[src/rtl/cpu_pkg.sv]
// Shared CPU front-end types: data width, NOP encoding, IF/ID payload, fetch entry and IF state.
package cpu_pkg;

    localparam int unsigned XLEN = 32;
    localparam logic [XLEN-1:0] NOP_ENC = 32'h0000_0013;

    typedef struct packed {
        logic            valid;
        logic [XLEN-1:0] pc;
        logic [XLEN-1:0] instr;
    } ifid_t;

    typedef struct packed {
        logic [XLEN-1:0] pc;
        logic [XLEN-1:0] instr;
    } fetch_t;

    typedef enum logic {
        ST_FETCH = 1'b0,
        ST_HOLD  = 1'b1
    } if_state_e;

endpackage

[src/rtl/if_skid_buf.sv]
// One-entry skid buffer holding a fetched {pc, instr} while decode is stalled.
module if_skid_buf
    import cpu_pkg::*;
(
    input  logic   clk,
    input  logic   reset,
    input  logic   load_i,
    input  logic   unload_i,
    input  logic   clear_i,
    input  fetch_t data_i,
    output logic   full_o,
    output fetch_t data_o
);

    logic   full_q;
    fetch_t data_q;

    // Clear (redirect) beats load; data is only written on a live load.
    always_ff @(posedge clk) begin
        if (reset) begin
            full_q <= 1'b0;
            data_q <= '0;
        end else begin
            if (clear_i) begin
                full_q <= 1'b0;
            end else if (load_i) begin
                full_q <= 1'b1;
            end else if (unload_i) begin
                full_q <= 1'b0;
            end
            if (load_i && !clear_i) begin
                data_q <= data_i;
            end
        end
    end

    assign full_o = full_q;
    assign data_o = data_q;

endmodule

[src/rtl/if_stage.sv]
// Instruction fetch stage with IF/ID register and skid buffer for decode stalls.
// Optional performance counters are enabled by defining IF_PERF_CNT_EN.
module if_stage
    import cpu_pkg::*;
#(
    parameter logic [XLEN-1:0] RESET_PC  = 32'h0000_0000,
    parameter logic [XLEN-1:0] NOP_INSTR = NOP_ENC
) (
    input  logic            clk,
    input  logic            reset,
    output logic            imem_req,
    output logic [XLEN-1:0] imem_addr,
    input  logic            imem_ready,
    input  logic [XLEN-1:0] imem_rdata,
    input  logic            stall_id,
    input  logic            redirect_valid,
    input  logic [XLEN-1:0] redirect_pc,
    output logic            id_valid,
    output logic [XLEN-1:0] id_pc,
    output logic [XLEN-1:0] id_instr
`ifdef IF_PERF_CNT_EN
    ,
    output logic [31:0]     perf_fetch_cnt,
    output logic [31:0]     perf_bubble_cnt
`endif
);

    localparam logic [XLEN-1:0] PC_STEP  = XLEN'(4);
    localparam logic [XLEN-1:0] PC_ALIGN = ~XLEN'(3);

    if_state_e       state_q, state_d;
    logic [XLEN-1:0] pc_q, pc_d;
    ifid_t           ifid_q, ifid_d;

    logic   skid_load, skid_unload, skid_clear, skid_full;
    fetch_t skid_wdata, skid_rdata;

    assign skid_wdata = '{pc: pc_q, instr: imem_rdata};

    if_skid_buf u_skid (
        .clk      (clk),
        .reset    (reset),
        .load_i   (skid_load),
        .unload_i (skid_unload),
        .clear_i  (skid_clear),
        .data_i   (skid_wdata),
        .full_o   (skid_full),
        .data_o   (skid_rdata)
    );

    // Next-state: redirect first, then fetch/hold handling.
    always_comb begin
        state_d     = state_q;
        pc_d        = pc_q;
        ifid_d      = ifid_q;
        skid_load   = 1'b0;
        skid_unload = 1'b0;
        skid_clear  = 1'b0;
        if (redirect_valid) begin
            pc_d         = redirect_pc & PC_ALIGN;
            ifid_d.valid = 1'b0;
            ifid_d.instr = NOP_INSTR;
            skid_clear   = 1'b1;
            state_d      = ST_FETCH;
        end else begin
            case (state_q)
                ST_FETCH: begin
                    if (imem_ready) begin
                        pc_d = pc_q + PC_STEP;
                        if (stall_id) begin
                            skid_load = 1'b1;
                            state_d   = ST_HOLD;
                        end else begin
                            ifid_d = '{valid: 1'b1, pc: pc_q, instr: imem_rdata};
                        end
                    end else if (!stall_id) begin
                        ifid_d.valid = 1'b0;
                        ifid_d.instr = NOP_INSTR;
                    end
                end
                ST_HOLD: begin
                    if (!stall_id) begin
                        skid_unload = 1'b1;
                        state_d     = ST_FETCH;
                        if (skid_full) begin
                            ifid_d = '{valid: 1'b1, pc: skid_rdata.pc, instr: skid_rdata.instr};
                        end
                    end
                end
                default: state_d = ST_FETCH;
            endcase
        end
    end

    always_ff @(posedge clk) begin
        if (reset) begin
            state_q <= ST_FETCH;
            pc_q    <= RESET_PC;
            ifid_q  <= '{valid: 1'b0, pc: RESET_PC, instr: NOP_INSTR};
        end else begin
            state_q <= state_d;
            pc_q    <= pc_d;
            ifid_q  <= ifid_d;
        end
    end

    assign imem_req  = (state_q == ST_FETCH);
    assign imem_addr = pc_q;
    assign id_valid  = ifid_q.valid;
    assign id_pc     = ifid_q.pc;
    assign id_instr  = ifid_q.instr;

`ifdef IF_PERF_CNT_EN
    logic        fetch_inc;
    logic [31:0] fetch_cnt_q, bubble_cnt_q;

    // Counts both direct accepts and skid captures.
    assign fetch_inc = !redirect_valid && (state_q == ST_FETCH) && imem_ready;

    always_ff @(posedge clk) begin
        if (reset) begin
            fetch_cnt_q  <= 32'h0;
            bubble_cnt_q <= 32'h0;
        end else begin
            fetch_cnt_q  <= fetch_cnt_q + 32'(fetch_inc);
            bubble_cnt_q <= bubble_cnt_q + 32'(!ifid_d.valid);
        end
    end

    assign perf_fetch_cnt  = fetch_cnt_q;
    assign perf_bubble_cnt = bubble_cnt_q;
`endif

endmodule

[config.mk]
export PLATFORM = sky130hd
export DESIGN_NAME = if_stage
export DESIGN_NICKNAME = d
export VERILOG_FILES = /design/src/rtl/cpu_pkg.sv /design/src/rtl/if_skid_buf.sv /design/src/rtl/if_stage.sv
export SDC_FILE = /design/constraint.sdc
export NUM_CORES = 1
export LEC_CHECK = 0
export ABC_AREA = 1
export BUFFER_PORTS_ARGS = -buffer_cell sky130_fd_sc_hd__buf_2
export CORE_MARGIN = 1.5
export CORE_UTILIZATION = 40
export CTS_CLUSTER_SIZE = 30
export DETAILED_ROUTE_END_ITERATION = 12
export GPL_TIMING_DRIVEN = 1
export SYNTH_ARGS = -nofsm -noshare
export SYNTH_HDL_FRONTEND = slang
export SYNTH_HIERARCHICAL = 1
export SYNTH_SLANG_ARGS = --single-unit
[constraint.sdc]
create_clock -name clk -period 6.4 [get_ports clk]
set_clock_uncertainty 0.15 [all_clocks]
set_input_delay 1.92 -clock clk [delete_from_list [all_inputs] [get_ports clk]]
set_output_delay 1.92 -clock clk [all_outputs]
set_load 0.03 [all_outputs]
After elaboration in Yosys (flattened, before gate mapping). Cells that the tools add are included.

Reductions and logical operators: 10. Muxes and demuxes: 23. Divide/modulo/power cells: 0. Magnitude comparators: 0. Add/sub/neg operators: 1. Multipliers: 0. Shift-type cells: 0. Bitwise logic cells: 2. Equal/unequal tests: 5.

Operators by type and width (number): two-way mux 65 bit (3); two-way mux 32 bit (6); one-hot mux 65 bit (2 select lines) (1); adder 32 x 3 -> 32 bit, second input constant (1); two-way mux 1 bit (12); inequality test 2 bit, second input constant (3); AND reduction 5 bit (1); inequality test 2 x 1 -> 1 bit, second input constant (2); AND reduction 2 bit (2); nonzero test 2 bit (2); OR reduction 2 bit (2); AND reduction 3 bit (1); inverter 1 bit (2); one-hot mux 1 bit (2 select lines) (1); logical AND 1 bit (1); zero test 1 bit (1).

ROM bits: 0. Latch bits: 0. Word-level logic and storage cells: 50. Output and inout bits: 98. Memories kept: 0. Input port bits: 69. Bits in writable memories: 0. Flip-flop bits (word level): 163.

Depth between registers and ports, before layout. Gate-level depths: netlist of run 1.

Depth after elaboration: 5. Gate-level depth with buffers: 11. Gate-level depth less buffers: 10.

Hierarchy. The synthesis of run 1 kept the hierarchy.

By module, submodules not included: if_stage (cells each 715, instances 1, seq. area each 1921.8 um2, area an instance 5003.5 um2); if_skid_buf (cells each 420, instances 1, seq. area each 1301.2 um2, area an instance 2829.0 um2).

Worst setup path before layout of run 1. OpenSTA, ideal clock, no wires.

Kind: in2reg. Start point: input port redirect_valid. End point: register u_skid.data_q (netlist bit u_skid/data_o[0]). Data arrival time: 3103 ps. Path buffers: 4. Setup slack: 3034 ps. Data required time: 6137 ps. Setup time: 113 ps. Stages: 8. Path through: buf_2 -> buf_2 -> nor3_1 -> buf_2 -> buf_2 -> nand3_1 -> nand2_1 -> nor2_1.

Elaborated cells on any way between the ends: 4. Those cells by class: 2 x mux; 2 x reduce/logical.

RTL lines: start: declaration (line if_stage.sv:16) `input logic redirect_valid,`; two-way mux 1 bit (line if_stage.sv:59) `if (redirect_valid) begin`; net skid_load (line if_stage.sv:35) `logic skid_load, skid_unload, skid_clear, skid_full;`; logical AND 1 bit (line if_skid_buf.sv:31) `if (load_i && !clear_i) begin`; end signal: assignment (line if_skid_buf.sv:32) `data_q <= data_i;`; end: declaration (line if_skid_buf.sv:16) `fetch_t data_q;`.

The timed path passes the listed nets, and every way through them passes these cells. A chain may end at the register's enable or synchronous reset.

==> results.cfg, run 1 <==
[outcome]
status = finished, final reports clean

[critical_path]
slowest_delay_ns = 1.14
slowest_stage = clkinv_1
worstPathRequired_ns = 6.52
end_kind = register
critical_path.max_fanout = 37
path_cells = buf_2 -> clkinv_1 -> o21ai_0 -> a31oi_1
start_kind = input pin
crit_arrival_ns = 4.08
critPathKind = input pin to register

[cts]
htreeDepth = 4
cts.sinks = 161
clkTransAtPathRegs_ns = 0.06
root_buffer = clkbuf_16
cts_buffer_depth = 2
insertion_delay_ns = 0.44
cts_buffers = 17
cts_setup_buffers = 0
post_cts_resized = 0
holdBufCountCts = 0
cts_tree = yes

[layout]
drive_gt1_frac = 0.200
final_cells = 1524
ff_latch_area_sq_um = 3220
final_common_cell = nand2_1
fillers = 1980
final_cell_mix = nand2_1 (252), nor2_1 (184), buf_2 (162)
syn_to_final_growth_pct = 17.0
fin_nets = 1320
multi_input_area_sq_um = 3760
post-route-util = 0.483

[timing]
hold_viol = 0
finalSetupTns_ns = 0
maxSlewViolCount = 0
fmax_ghz = 0.253
slew_headroom = 0.231
grt_setup_unrepaired = no
fin_crit_sh = 0.618
timing.hold.ws_ns = 0.323
setup_viol_count_final = 0
min_period_ns = 3.96
tightestPinTransition_ns = 1.15

[detailed_routing]
drtIter0Drc = 455
vias = 7571
post_drt_via_cell_ratio = 4.97
finalWirelength_mm = 23.0
antenna_left = 0
remaining_drc_errors = 0
dr.pass1.iters = 5
wl_per_cell_microns = 15.1

[pwr]
worst_ir_drop_vdd_uv = 206
p_leak_nw = 3.91
pwr-share-seq = 0.452
swShare = 0.295
power.density_nw_per_um2 = 264
p_clk_frac = 0.418
p_int_w = 0.00171
p_total_w = 0.00242
combPwrFrac = 0.131
switching_power_w = 0.000714

[floorplan]
die_w_microns = 143
die_area_sq_um = 20400
start_util = 0.413
std_cell_rows = 50
pin_count = 167
core_area_sq_um = 19000
die_h_microns = 143

[global_routing]
groute.layer.met3.usage = 0.0533
antenna_found_initial = 1
busiest_layer = met2
grt_pass1_vias = 6933
grt_pass1_wl_mm = 36.7
grt_max_degree = 65
grt_use_met1 = 0.315
grt_overflow = 0
grt_usage = 0.230
met2_usage = 0.361

[logic_synthesis]
yosysTopAreaCell = dfxtp_1
synth-seq-area-share = 0.412
synth_area_leaders = dfxtp_1 (41%), nand2_1 (12%), nor2_1 (8.9%), nand3_1 (7.0%), inv_1 (4.6%)
synth_top_area_frac = 0.412
ys_types = 37
netlist_instances = 1135
ys_ff_latch = 161
syn_area_per_cell_sq_um = 6.90
yosysWarningCount = 6
syn_area_sq_um = 7830

[place]
port_buffers = 162
gp_congestion = 0.865
post-dp-hpwl_mm = 14.5
dp.cells = 1491

[run]
cap_violations = 0

[worst_hold_path]
hp-class = register to register
[routing by layer]
metal	routed length, microns	vias up	part of all wire
li1	-	3894	-
met1	10900	3455	0.47
met2	10500	201	0.46
met3	1360	21	0.059
met4	280	0	0.012
met5	0	-	0
[kinds of logic after synthesis]
group,after synthesis,share of synthesized area
AND/OR/NAND/NOR,595,0.327
adder cells (fa/ha/maj),1,0.00160
buffers and inverters,182,0.110
other,1,0.000479
AO/OA/AOI/OAI,195,0.149
flip-flops,161,0.412
[synth_stat cells (all sizes together)]
cell      n
a22oi    33
nand2   263
buf      51
nor3     14
a221oi    1
and3      1
nor2    203
a311oi    1
a31oi    35
nand3b    1
dfxtp   161
o21ai    63
clkbuf   24
nand4     2
and2      2
inv     106
nand3   109
clkinv    1
o211ai    4
conb      1
a21oi    55
ha        1
o221ai    3
[power groups by stage]
stage / registers, W / clock network (W) / logic [W]
final: 0.00109 / 0.00101 / 0.000316
after global routing: 0.00110 / 0.00108 / 0.000351
after CTS: 0.00109 / 0.00103 / 0.000318
after detailed placement: 0.00111 / 0 / 0.000317
after global placement: 0.00111 / 0 / 0.000313
after floorplan: 0.00116 / 0 / 0.000173
[through the flow]
step	worst slack (ns)	area (sq um)
floorplan	3.03	7840
global placement	2.02	8580
detailed placement	1.99	8580
CTS	2.43	9160
global route	2.18	9160
finish	2.44	9160
[sequential cells by signal (all words and copies together), names as in the netlist]
register / cells
id_instr: 32
imem_addr: 30
id_valid: 1
state_q: 1
id_pc: 32
u_skid/full_o: 1
u_skid/data_o: 64
[final timing paths]
| check | startpoint | endpoint | slack [ns] | cells past startpoint |
|---|---|---|---|---|
| setup / recovery | reset | id_pc[20] | 2.44 | 4 |
| hold / removal | id_valid | id_valid | 0.32 | 2 |
| setup reg to reg | state_q | u_skid/data_o[44] | 3.60 | 8 |
| hold reg to reg | id_valid | id_valid | 0.32 | 2 |
[worst max-delay path: cells and delay by family]
family | cells | cell delay (ns)
AO/OA/AOI/OAI | 2 | 0.43
buffers and inverters | 2 | 1.71
[layout make-up]
cell class                 count  area share
clock inverter                13      0.0138
antenna                        1    0.000273
tap                          260      0.0355
multi-input combinational    795       0.411
timing repair buffer         168      0.0934
sequential                   161       0.352
clock buffer                  19      0.0494
inverter                     107      0.0447
(Power assumes the default switching activity.)
==> run 2: changes to the inputs <==
==> constraint.sdc (replaced) <==
create_clock -name clk -period 3.5 [get_ports clk]
set_clock_uncertainty 0.15 [all_clocks]
set_input_delay 1.05 -clock clk [delete_from_list [all_inputs] [get_ports clk]]
set_output_delay 1.05 -clock clk [all_outputs]
set_load 0.03 [all_outputs]
==> results.cfg, run 2 (synthesized netlist as in run 1, its figures left out) <==
[pwr]
worst_ir_drop_vdd_uv = 367
power.density_nw_per_um2 = 494
p_leak_nw = 3.99

[worst_hold_path]
hp-class = register to register
min_to = id_pc[11]
worstHoldStart = u_skid/data_o[43]
whs_path_depth = 2

[critical_path]
crit_arrival_ns = 1.42
critical_path.max_fanout = 37
critPathKind = register to output port
path_cells = inv_4 -> buf_2
reg2reg_depth = 7
reg2reg_from = state_q
cp.buffers_inverters = 2
start_kind = register
slowest_delay_ns = 0.35
slowest_stage = inv_4
end_kind = output port
r2r_end = id_pc[21]
path_delay_family = buffers and inverters
worstPathRequired_ns = 2.30
ff2ff_setup_slack_ns = 1.08

[floorplan]
die_w_microns = 143
std_cell_rows = 50
die_h_microns = 143
core_area_sq_um = 19000
start_util = 0.413
pin_count = 167
die_area_sq_um = 20400

[timing]
maxSlewViolCount = 0
setup_viol_count_final = 0
min_period_ns = 2.62
tightestPinTransition_ns = 0.744
grt_setup_unrepaired = no
finalSetupTns_ns = 0
timing.hold.ws_ns = 0.325
fmax_ghz = 0.381
fin_crit_sh = 0.749
slew_headroom = 0.501
hold_viol = 0

[layout]
fin_area_sq_um = 9300
largest_reg_flops = 64
drive_gt1_frac = 0.205
antenna_cells = 0
syn_to_final_growth_pct = 18.8
fillers = 2023
ff_latch_area_sq_um = 3220
final_cell_mix = nand2_1 (252), nor2_1 (184), buf_2 (162)
multi_input_area_sq_um = 3760
final_common_cell = nand2_1
fin_nets = 1330

[cts]
insertion_delay_ns = 0.43
cts.sinks = 161
cts_buffers = 17
cts_setup_buffers = 0
holdBufCountCts = 0
cts_tree = yes
clkTransAtPathRegs_ns = 0.06
post_cts_resized = 0
root_buffer = clkbuf_16
cts_buffer_depth = 2
htreeDepth = 4

[detailed_routing]
dr.pass1.iters = 5
wl_per_cell_microns = 14.8
finalWirelength_mm = 22.7
remaining_drc_errors = 0
drtIter0Drc = 443
antenna_left = 0
post_drt_via_cell_ratio = 4.99
vias = 7650

[place]
gp_congestion = 0.852
post-dp-hpwl_mm = 14.9
dpl_cell_area_sq_um = 8670
port_buffers = 162

[run]
cap_violations = 0

[outcome]
status = finished, final reports clean

[global_routing]
antenna_found_initial = 1
grt_pass1_vias = 7084
grt_pass1_wl_mm = 36.3
grt_overflow = 0
grt_usage = 0.227
grt_max_degree = 63
## run 2: cell types whose count changed in the layout (fill, tap and decap cells not counted), sizes merged
| cell | change |
|---|---|
| clkbuf | +1 |
| diode | -1 |
| inv | -3 |
| buf | +10 |
| clkinvlp | -1 |
| bufinv | +3 |
## run 2: worst max-delay path by stage
stage	start	to	depth (start not counted)
2_1_floorplan	redirect_valid	u_skid/data_o[0]	8
3_3_place_gp	imem_ready	imem_addr[28]	8
3_5_place_dp	imem_ready	imem_addr[30]	8
4_1_cts	state_q	imem_req	2
5_1_grt	state_q	imem_req	2
6_report	state_q	imem_req	2
## run 2: routing by layer
layer,wire [microns],part of all wire,track usage,vias up
met3,922,0.041,0.0419,24
met2,10500,0.46,0.372,188
li1,-,-,-,3935
met1,10900,0.48,0.303,3501
met5,7,0.00031,0,-
met4,315,0.014,0.0716,2
## run 2: per-stage QoR
| step | std cells | power (W) | setup WS, ns | utilization |
|---|---|---|---|---|
| finish | 1533 | 0.00460 | 0.877 | 0.491 |
| global route | 1533 | 0.00479 | 0.817 | 0.491 |
| CTS | 1533 | 0.00464 | 0.861 | 0.491 |
| detailed placement | 1501 | 0.00262 | 0.700 | 0.457 |
| global placement | 1501 | 0.00262 | 0.712 | 0.457 |
| floorplan | 1138 | 0.00244 | 1.00 | - |
## run 2: final cells by class
| cell class | count | area share |
|---|---|---|
| Timing Repair Buffer | 178 | 0.101 |
| Tap cell | 260 | 0.0350 |
| Clock buffer | 20 | 0.0491 |
| Multi-Input combinational cell | 795 | 0.405 |
| Inverter | 107 | 0.0440 |
| Clock inverter | 12 | 0.0194 |
| Sequential cell | 161 | 0.347 |
## run 2: worst reg2reg max path: cells and delay by family, from the launching register on
| kind | cells | cell delay, ns |
|---|---|---|
| compound gates | 2 | 0.35 |
| buf+inv | 2 | 1.05 |
| flops | 1 | 0.35 |
| simple gates | 3 | 0.47 |
## run 2: power breakdown
group	switching, W	internal, W	total (W)	leakage, nW
Clock	0.000777	0.00124	0.00201	0.307
Combinational	0.000399	0.000183	0.000583	2.37
Sequential	0.0000856	0.00192	0.00200	1.32
Total	0.00126	0.00334	0.00460	3.99
==> run 3: changes to the inputs <==
==> constraint.sdc (replaced) <==
create_clock -name clk -period 2.4 [get_ports clk]
set_clock_uncertainty 0.15 [all_clocks]
set_input_delay 0.72 -clock clk [delete_from_list [all_inputs] [get_ports clk]]
set_output_delay 0.72 -clock clk [all_outputs]
set_load 0.03 [all_outputs]
==> results.cfg, run 3 (synthesized netlist as in run 1, its figures left out) <==
[layout]
multi_input_area_sq_um = 3760
final_common_cell = nand2_1
final_cells = 1545
final_cell_mix = nand2_1 (252), nor2_1 (184), buf_2 (162)
fillers = 1954
syn_to_final_growth_pct = 20.6
largest_reg_flops = 64
fin_nets = 1341
ff_latch_area_sq_um = 3220
drive_gt1_frac = 0.213

[floorplan]
pin_count = 167
die_area_sq_um = 20400
start_util = 0.413
die_w_microns = 143
core_area_sq_um = 19000
std_cell_rows = 50
die_h_microns = 143

[global_routing]
grt_pass1_vias = 6936
grt_usage = 0.223
grt_pass1_wl_mm = 35.9
grt_overflow = 0
grt_max_degree = 65
antenna_found_initial = 1

[timing]
hold_viol = 0
fin_crit_sh = 0.885
min_period_ns = 2.12
fin_ws_ns = 0.276
grt_setup_unrepaired = no
maxSlewViolCount = 0
fmax_ghz = 0.471
slew_headroom = 0.521
setup_viol_count_final = 0
tightestPinTransition_ns = 0.719
finalSetupTns_ns = 0

[cts]
htreeDepth = 4
post_cts_resized = 0
cts_buffer_depth = 2
insertion_delay_ns = 0.43
cts.sinks = 161
holdBufCountCts = 0
cts_tree = yes
root_buffer = clkbuf_16
cts_buffers = 17
clkTransAtPathRegs_ns = 0.07
cts_setup_buffers = 0

[critical_path]
worstPathRequired_ns = 1.53
critical_path.max_fanout = 22
slowest_delay_ns = 0.34
reg2reg_from = state_q
reg2reg_depth = 9
crit_arrival_ns = 1.25
crit_cells = 2
path_cells = inv_4 -> buf_2
r2r_end = imem_addr[11]
cp.buffers_inverters = 2
critPathLaunch = state_q
end_kind = output port
path_delay_family = buffers and inverters
ff2ff_setup_slack_ns = 0.44
slowest_stage = dfxtp_2
start_kind = register
crit_end = imem_req
critPathKind = register to output port

[worst_hold_path]
worstHoldStart = id_instr[1]
hp-class = register to register

[place]
post-dp-hpwl_mm = 15.0
dpl_worst_slack_ns = 0.207
dp.cells = 1512
gp_congestion = 0.847
port_buffers = 162

[detailed_routing]
remaining_drc_errors = 0
dr.pass1.iters = 4
antenna_left = 0
vias = 7607
wl_per_cell_microns = 14.4
drtIter0Drc = 405
finalWirelength_mm = 22.3
post_drt_via_cell_ratio = 4.92

[outcome]
status = finished, final reports clean

[pwr]
p_leak_nw = 4.06
p_total_w = 0.00662
worst_ir_drop_vdd_uv = 531
power.density_nw_per_um2 = 701

[run]
cap_violations = 0
-- run 3: cell types whose count changed in the layout (fill, tap and decap cells not counted), moves of 2 or more --
cell and change:
buf_12 +7, buf_4 +4, bufinv_16 -2, clkinv_2 -2, inv_6 +3, inv_8 +2
-- run 3: layout make-up --
type / count / share of cell area
repair buffers: 189 / 0.118
well taps: 260 / 0.0344
multi-input cells: 795 / 0.399
clock buffers: 18 / 0.0465
diodes: 1 / 0.000265
inverters: 107 / 0.0433
clock inverters: 14 / 0.0176
flip-flops and latches: 161 / 0.341
-- run 3: worst min path at each step --
| stage | to | slack [ns] | cells after the start |
|---|---|---|---|
| final | id_instr[1] | 0.32 | 2 |
| after global routing | id_instr[1] | 0.35 | 2 |
| after CTS | id_valid | 0.32 | 2 |
| after detailed placement | id_instr[1] | 0.30 | 2 |
| after global placement | id_valid | 0.30 | 2 |
| after floorplan | id_pc[31] | 0.30 | 2 |
-- run 3: per-stage QoR --
step / hold slack [ns] / cell area [sq um] / utilization
2_1_floorplan: 0.302 / 7840 / -
3_3_place_gp: 0.300 / 8840 / 0.466
3_5_place_dp: 0.304 / 8840 / 0.466
4_1_cts: 0.319 / 9440 / 0.498
5_1_grt: 0.347 / 9440 / 0.498
6_report: 0.316 / 9450 / 0.498
-- run 3: worst register-to-register path: stages (launching register included) --
cell     delay (ns)
dfxtp_2        0.34
inv_4          0.22
nand2_4        0.19
inv_4          0.13
buf_4          0.44
nand2_1        0.13
nand3_1        0.09
nand3_1        0.07
nand2_1        0.06
inv_1          0.04
-- run 3: routing by layer --
metal  global-route usage  routed length [microns]  vias to the layer above
met5                    0                        0                        -
met4               0.0716                      395                        0
met3               0.0392                     1140                       26
met2                0.345                    10000                      182
met1                0.313                    10800                     3444
li1                     -                        -                     3955
-- run 3: power by group --
part	internal [W]	switching (W)
Sequential	0.00279	0.000117
Combinational	0.000295	0.000592
Clock	0.00160	0.00123
